## src/rtl/serial_arith_pkg.sv

```systemverilog
// Shared constants for the bit-serial arithmetic unit (adder and subtractor).
// Holds the FSM state encoding and the default operand width.
package serial_arith_pkg;

  localparam int SER_WIDTH = 8;

  localparam logic [1:0] S_IDLE  = 2'd0;
  localparam logic [1:0] S_SHIFT = 2'd1;
  localparam logic [1:0] S_DONE  = 2'd2;

endpackage

```

## src/rtl/serial_subtractor_if.sv

```systemverilog
// Operand/result bundle of the bit-serial subtractor.
// master: drives start, A, B; slave: drives busy, diff_bit, bit_valid, diff, borrow, done, ovf.
interface serial_subtractor_if #(
  parameter int WIDTH = 8
);
  logic             start;
  logic [WIDTH-1:0] A;
  logic [WIDTH-1:0] B;
  logic             busy;
  logic             diff_bit;
  logic             bit_valid;
  logic [WIDTH-1:0] diff;
  logic             borrow;
  logic             done;
  logic             ovf;

  modport master (
    output start, A, B,
    input  busy, diff_bit, bit_valid, diff, borrow, done, ovf
  );

  modport slave (
    input  start, A, B,
    output busy, diff_bit, bit_valid, diff, borrow, done, ovf
  );
endinterface

```

## src/rtl/full_subtractor.sv

```systemverilog
// Combinational one-bit full subtractor cell.
// Ports: a (minuend bit), b (subtrahend bit), bin (borrow in), d (difference), bout (borrow out).
module full_subtractor (
  input  logic a,
  input  logic b,
  input  logic bin,
  output logic d,
  output logic bout
);
  assign d    = a ^ b ^ bin;
  assign bout = (~a & b) | (~a & bin) | (b & bin);
endmodule

```

## src/rtl/serial_subtractor.sv

```systemverilog
// Bit-serial two's-complement subtractor, A - B, one bit per clock, LSB first.
// Ports: clk, reset (async active-high), bus (slave modport: start/A/B in;
//   busy/diff_bit/bit_valid/diff/borrow/done/ovf out).
// Optional: define SIGNED_OVF_EN to compute signed overflow on ovf; else ovf is tied 0.
module serial_subtractor
  import serial_arith_pkg::*;
#(
  parameter int WIDTH = SER_WIDTH
) (
  input logic clk,
  input logic reset,
  serial_subtractor_if.slave bus
);
  localparam int CW = $clog2(WIDTH + 1);

  logic [1:0]       state;
  logic [WIDTH-1:0] a_sr;
  logic [WIDTH-1:0] b_sr;
  logic [WIDTH-1:0] diff_sr;
  logic             borrow_ff;
  logic [CW-1:0]    cnt;

  logic [WIDTH-1:0] diff_q;
  logic             borrow_q;
  logic             done_q;
  logic             bit_q;
  logic             valid_q;

  logic             d;
  logic             bo;
  logic             last;

  full_subtractor u_fs (
    .a    (a_sr[0]),
    .b    (b_sr[0]),
    .bin  (borrow_ff),
    .d    (d),
    .bout (bo)
  );

  assign last = (cnt == CW'(WIDTH - 1));

`ifdef SIGNED_OVF_EN
  logic ovf_q;
  assign bus.ovf = ovf_q;
`else
  assign bus.ovf = 1'b0;
`endif

  always_ff @(posedge clk or posedge reset) begin
    if (reset) begin
      state     <= S_IDLE;
      a_sr      <= '0;
      b_sr      <= '0;
      diff_sr   <= '0;
      borrow_ff <= 1'b0;
      cnt       <= '0;
      diff_q    <= '0;
      borrow_q  <= 1'b0;
      done_q    <= 1'b0;
      bit_q     <= 1'b0;
      valid_q   <= 1'b0;
`ifdef SIGNED_OVF_EN
      ovf_q     <= 1'b0;
`endif
    end else begin
      done_q  <= 1'b0;
      valid_q <= 1'b0;
      case (state)
        S_IDLE, S_DONE: begin
          if (bus.start) begin
            a_sr      <= bus.A;
            b_sr      <= bus.B;
            borrow_ff <= 1'b0;
            cnt       <= '0;
            state     <= S_SHIFT;
          end else begin
            state <= S_IDLE;
          end
        end
        S_SHIFT: begin
          diff_sr   <= {d, diff_sr[WIDTH-1:1]};
          a_sr      <= {1'b0, a_sr[WIDTH-1:1]};
          b_sr      <= {1'b0, b_sr[WIDTH-1:1]};
          borrow_ff <= bo;
          cnt       <= cnt + CW'(1);
          bit_q     <= d;
          valid_q   <= 1'b1;
          if (last) begin
            // Result registers load on the final edge so they are
            // valid in the same cycle done is high.
            state    <= S_DONE;
            diff_q   <= {d, diff_sr[WIDTH-1:1]};
            borrow_q <= bo;
            done_q   <= 1'b1;
`ifdef SIGNED_OVF_EN
            // a_sr[0]/b_sr[0] hold the operand MSBs at this edge.
            ovf_q <= (a_sr[0] ^ b_sr[0]) & (a_sr[0] ^ d);
`endif
          end
        end
        default: state <= S_IDLE;
      endcase
    end
  end

  assign bus.busy      = (state == S_SHIFT);
  assign bus.diff_bit  = bit_q;
  assign bus.bit_valid = valid_q;
  assign bus.diff      = diff_q;
  assign bus.borrow    = borrow_q;
  assign bus.done      = done_q;
endmodule
```

## src/flat_wrapper.sv

```systemverilog
// flat-port wrapper written by rule: the top's interface ports become plain ports
module serial_subtractor_flat import serial_arith_pkg::*;
#(
  parameter int WIDTH = SER_WIDTH
)
  (clk, reset, bus_start, bus_A, bus_B, bus_busy, bus_diff_bit, bus_bit_valid, bus_diff, bus_borrow, bus_done, bus_ovf);
  serial_subtractor_if #(.WIDTH(WIDTH)) bus_i ();
  input logic clk;
  input logic reset;
  input wire logic [$bits(bus_i.start)-1:0] bus_start;
  input wire logic [$bits(bus_i.A)-1:0] bus_A;
  input wire logic [$bits(bus_i.B)-1:0] bus_B;
  output wire logic [$bits(bus_i.busy)-1:0] bus_busy;
  output wire logic [$bits(bus_i.diff_bit)-1:0] bus_diff_bit;
  output wire logic [$bits(bus_i.bit_valid)-1:0] bus_bit_valid;
  output wire logic [$bits(bus_i.diff)-1:0] bus_diff;
  output wire logic [$bits(bus_i.borrow)-1:0] bus_borrow;
  output wire logic [$bits(bus_i.done)-1:0] bus_done;
  output wire logic [$bits(bus_i.ovf)-1:0] bus_ovf;
  assign bus_i.start = bus_start;
  assign bus_i.A = bus_A;
  assign bus_i.B = bus_B;
  assign bus_busy = bus_i.busy;
  assign bus_diff_bit = bus_i.diff_bit;
  assign bus_bit_valid = bus_i.bit_valid;
  assign bus_diff = bus_i.diff;
  assign bus_borrow = bus_i.borrow;
  assign bus_done = bus_i.done;
  assign bus_ovf = bus_i.ovf;
  serial_subtractor #(.WIDTH(WIDTH)) u_core (.clk(clk), .reset(reset), .bus(bus_i));
endmodule
```

## config.mk

```make
export PLATFORM = sky130hd
export DESIGN_NAME = serial_subtractor_flat
export DESIGN_NICKNAME = d
export VERILOG_FILES = /design/src/rtl/serial_arith_pkg.sv /design/src/rtl/serial_subtractor_if.sv /design/src/rtl/full_subtractor.sv /design/src/rtl/serial_subtractor.sv /design/src/flat_wrapper.sv
export SDC_FILE = /design/constraint.sdc
export NUM_CORES = 1
export LEC_CHECK = 0
export CAP_MARGIN = 20
export CORE_UTILIZATION = 36
export DETAILED_ROUTE_END_ITERATION = 12
export PLACE_DENSITY = 0.63
export SETUP_SLACK_MARGIN = 0.5
export SLEW_MARGIN = 20
export SYNTH_ARGS = -nofsm -noshare
export SYNTH_HDL_FRONTEND = slang
export SYNTH_SLANG_ARGS = --single-unit
```

## constraint.sdc

```tcl
create_clock -name clk -period 1.37 [get_ports clk]
set_input_delay 0.274 -clock clk [delete_from_list [all_inputs] [get_ports clk]]
set_output_delay 0.274 -clock clk [all_outputs]
set_load 0.02 [all_outputs]
```

==> results_dict.tcl <==
set metrics [dict create \
    final.fill_count 352 \
    whs_ns 0.2762 \
    grt_pass1_vias 1234 \
    holdBufCountCts 0 \
    cp-start-kind "flip-flop" \
    setup_viol 16 \
    async_flop_share 1.000 \
    slowest_stage "dfrtp_1" \
    seq_area_frac_synth 0.6012 \
    drt_wl_total_mm 3.837 \
    worstSetupPathType "reg -> reg" \
    drt-initial-drc-count 49 \
    reg2reg_depth 4 \
    rsz0062_at_grt "yes" \
    grt_max_degree 25 \
    synth-warning-count 0 \
    detailroute.wirelength.met2_mm 2.018 \
    post-place-ws_ns -0.2685 \
    worstPathArrival_ns 1.65 \
    dp_cells 209 \
    clock.fmax_ghz 0.6770 \
    placed_area_sq_um 2208 \
    first_pass_iters 6 \
    top_layer_used "met4" \
    synthFlopType "dfrtp_1" \
    fp.dieH_um 70.85 \
    peakVddDrop_mv 0.9317 \
    r2r-end "u_core.bus.diff[6]$_DFFE_PP0P_" \
    setup_slack_ns -0.1071 \
    io_buffers 31 \
    rows 24 \
    finClkSkew_ns 0.005465 \
    syn_to_final_growth_pct 54.62 \
    drive_gt1_frac 0.4439 \
    clkTransAtPathRegs_ns 0.08 \
    fp.dieW_um 70.85 \
    period_minus_slack_ns 1.477 \
    antenna_found_initial 0 \
    ys_ff_latch 41 \
    final_nets 207 \
    final.period_utilization 1.078 \
    die_area_sq_um 5020 \
    antenna_cells 0 \
    gp_congestion 0.7377 \
    gr-total-overflow 0 \
    design_area_sq_um 2639 \
    dpl.hpwl_mm 2.356 \
    rrSetupSlack_ns -0.11 \
    insertion_delay_ns 0.29 \
    start_util 0.3840 \
    status "finished with violations" \
    ys_types 27 \
    setup_tns_ns -1.266 \
    ios 33 \
    p_per_area_nw_per_um2 2524 \
    m1WireLength_mm 1.650 \
    drc_errors 0 \
    vias_per_cell 5.126 \
    vias 1225 \
    grt_pass1_wl_mm 5.809 \
    slew_violations 0 \
    numCtsBuffers 5 \
    endpoint_kind "flip-flop" \
    synth_edf_count 0 \
    cts_tree "done" \
    r2r-start "u_core.state[1]$_DFFE_PP0P_" \
    synth_cells 121 \
    mappedNetlistNets 142 \
    violations "setup timing" \
    worstPathCellList "and2b_4 -> nor3b_2 -> buf_12 -> mux2_4" \
    cp_max_fo 10 \
    drtAntennaViolNets 0 \
    avgSynthCellArea_sq_um 14.10 \
    root_buffer "clkbuf_8" \
    leakagePower_uw 0.001297 \
    cts_htree_levels 2 \
    instances_no_fill 239 \
    synth_area_sq_um 1707 \
    grtUsageTotal 0.1484 \
    dr_wl_met3_um 138 \
    hold_viol 0 \
    wire_per_inst_um 16.05 \
    core_sq_um 4444 \
    clock-sinks 41 \
    required_ns 1.55 \
    max_cap_viol_count 0 \
    max_stage_delay_ns 0.36 \
    hp-class "in -> async" \
    cts_buffer_depth 2 \
]
[per-layer routing]
metal,GRT usage,vias up
li1,-,559
met1,0.1832,631
met2,0.2532,31
met3,0.03704,4
met4,0.05333,0
met5,0,-
[worst max-delay path, delay by kind of cell, from the launching register on]
family	cells	cell delay [ns]
and+or+nand+nor	2	0.52
DFF	1	0.36
buffers and inverters	1	0.18
muxes	1	0.30
[cell usage in the layout, fill, tap and decap left out, drive strengths merged, types with 2 or more instances in the layout]
cell / netlist / layout
a21o: 13 / 13
clkbuf: 0 / 8
nor2: 2 / 2
buf: 9 / 46
mux2i: 3 / 3
clkinvlp: 0 / 2
clkdlybuf4s50: 0 / 18
mux2: 15 / 15
nand2: 3 / 3
nor2b: 2 / 2
clkinv: 0 / 2
a22o: 18 / 18
dfrtp: 41 / 41
inv: 3 / 2
nor3b: 2 / 2
[Yosys cell counts (2+ instances only)]
cell type / number / area share
buf_6: 2 / 0.013
nor2b_1: 2 / 0.0073
mux2i_1: 3 / 0.018
nand2_1: 3 / 0.0066
mux2_4: 4 / 0.035
dfrtp_1: 41 / 0.60
inv_1: 3 / 0.0066
buf_2: 6 / 0.018
a22o_1: 18 / 0.092
a21o_1: 13 / 0.057
mux2_1: 10 / 0.066
[sequential cells by signal (all words and copies together) (netlist names)]
| register | flops |
|---|---|
| u_core.bus.bit_valid | 1 |
| u_core.bus.diff | 8 |
| u_core.diff_sr | 7 |
| u_core.borrow_ff | 1 |
| u_core.b_sr | 8 |
| u_core.state | 2 |
| u_core.cnt | 4 |
| u_core.bus.done | 1 |
| u_core.bus.borrow | 1 |
| u_core.a_sr | 8 |
[repair_timing]
action,4_1_cts,5_1_grt
pin swaps,2,22
setup endpoints to repair,54,54
gates cloned,0,4
setup buffers,7,11
gates resized for setup,77,28
[cell families (layout without fill, tap and decap cells)]
logic type,after synthesis,after routing,synth area share
AO/OA/AOI/OAI,34,34,0.1613
buffers and inverters,12,78,0.04179
flip-flops,41,41,0.6012
AND/OR/NAND/NOR,13,13,0.04912
multiplexers,18,18,0.1254
other,1,1,0.002197
adder cells (fa/ha/maj),2,2,0.01906
[worst max-delay path by stage]
stage,from,end,slack (ns),cells after the start
final,u_core.state[1]$_DFFE_PP0P_,u_core.bus.diff[6]$_DFFE_PP0P_,-0.11,4
after global routing,u_core.state[1]$_DFFE_PP0P_,u_core.bus.diff[6]$_DFFE_PP0P_,-0.13,4
after CTS,u_core.cnt[1]$_DFFE_PP0P_,u_core.bus.diff[6]$_DFFE_PP0P_,-0.09,5
after detailed placement,bus_start,u_core.cnt[0]$_DFFE_PP0P_,-0.27,5
after global placement,bus_start,u_core.cnt[0]$_DFFE_PP0P_,-0.22,5
after floorplan,u_core.state[1]$_DFFE_PP0P_,u_core.bus.borrow$_DFFE_PP0P_,-0.03,5
[final cells by class]
cell class	instances	area (sq um)	share of cell area
clock buffer	5	68.82	0.02608
multi-input combinational	68	683.2	0.2589
clock inverter	3	17.52	0.006638
inverter	3	15.01	0.005690
sequential	41	1026	0.3888
tap	52	65.06	0.02466
timing repair buffer	67	763.2	0.2892
[per-stage QoR]
stage	util	power, uW
finish	0.5938	6659
global route	0.5938	7058
CTS	0.5304	5630
detailed placement	0.4969	4672
global placement	0.4969	4558
floorplan	-	3742
[report_power, final]
| group | total, uW | internal (uW) | leakage (uW) | switching [uW] |
|---|---|---|---|---|
| logic | 3730 | 2330 | 0.000753 | 1400 |
| clock network | 761 | 351 | 0.0000439 | 410 |
| registers | 2170 | 1790 | 0.000500 | 381 |
| total | 6660 | 4460 | 0.00130 | 2190 |
Power figures use the tool's default switching activity.
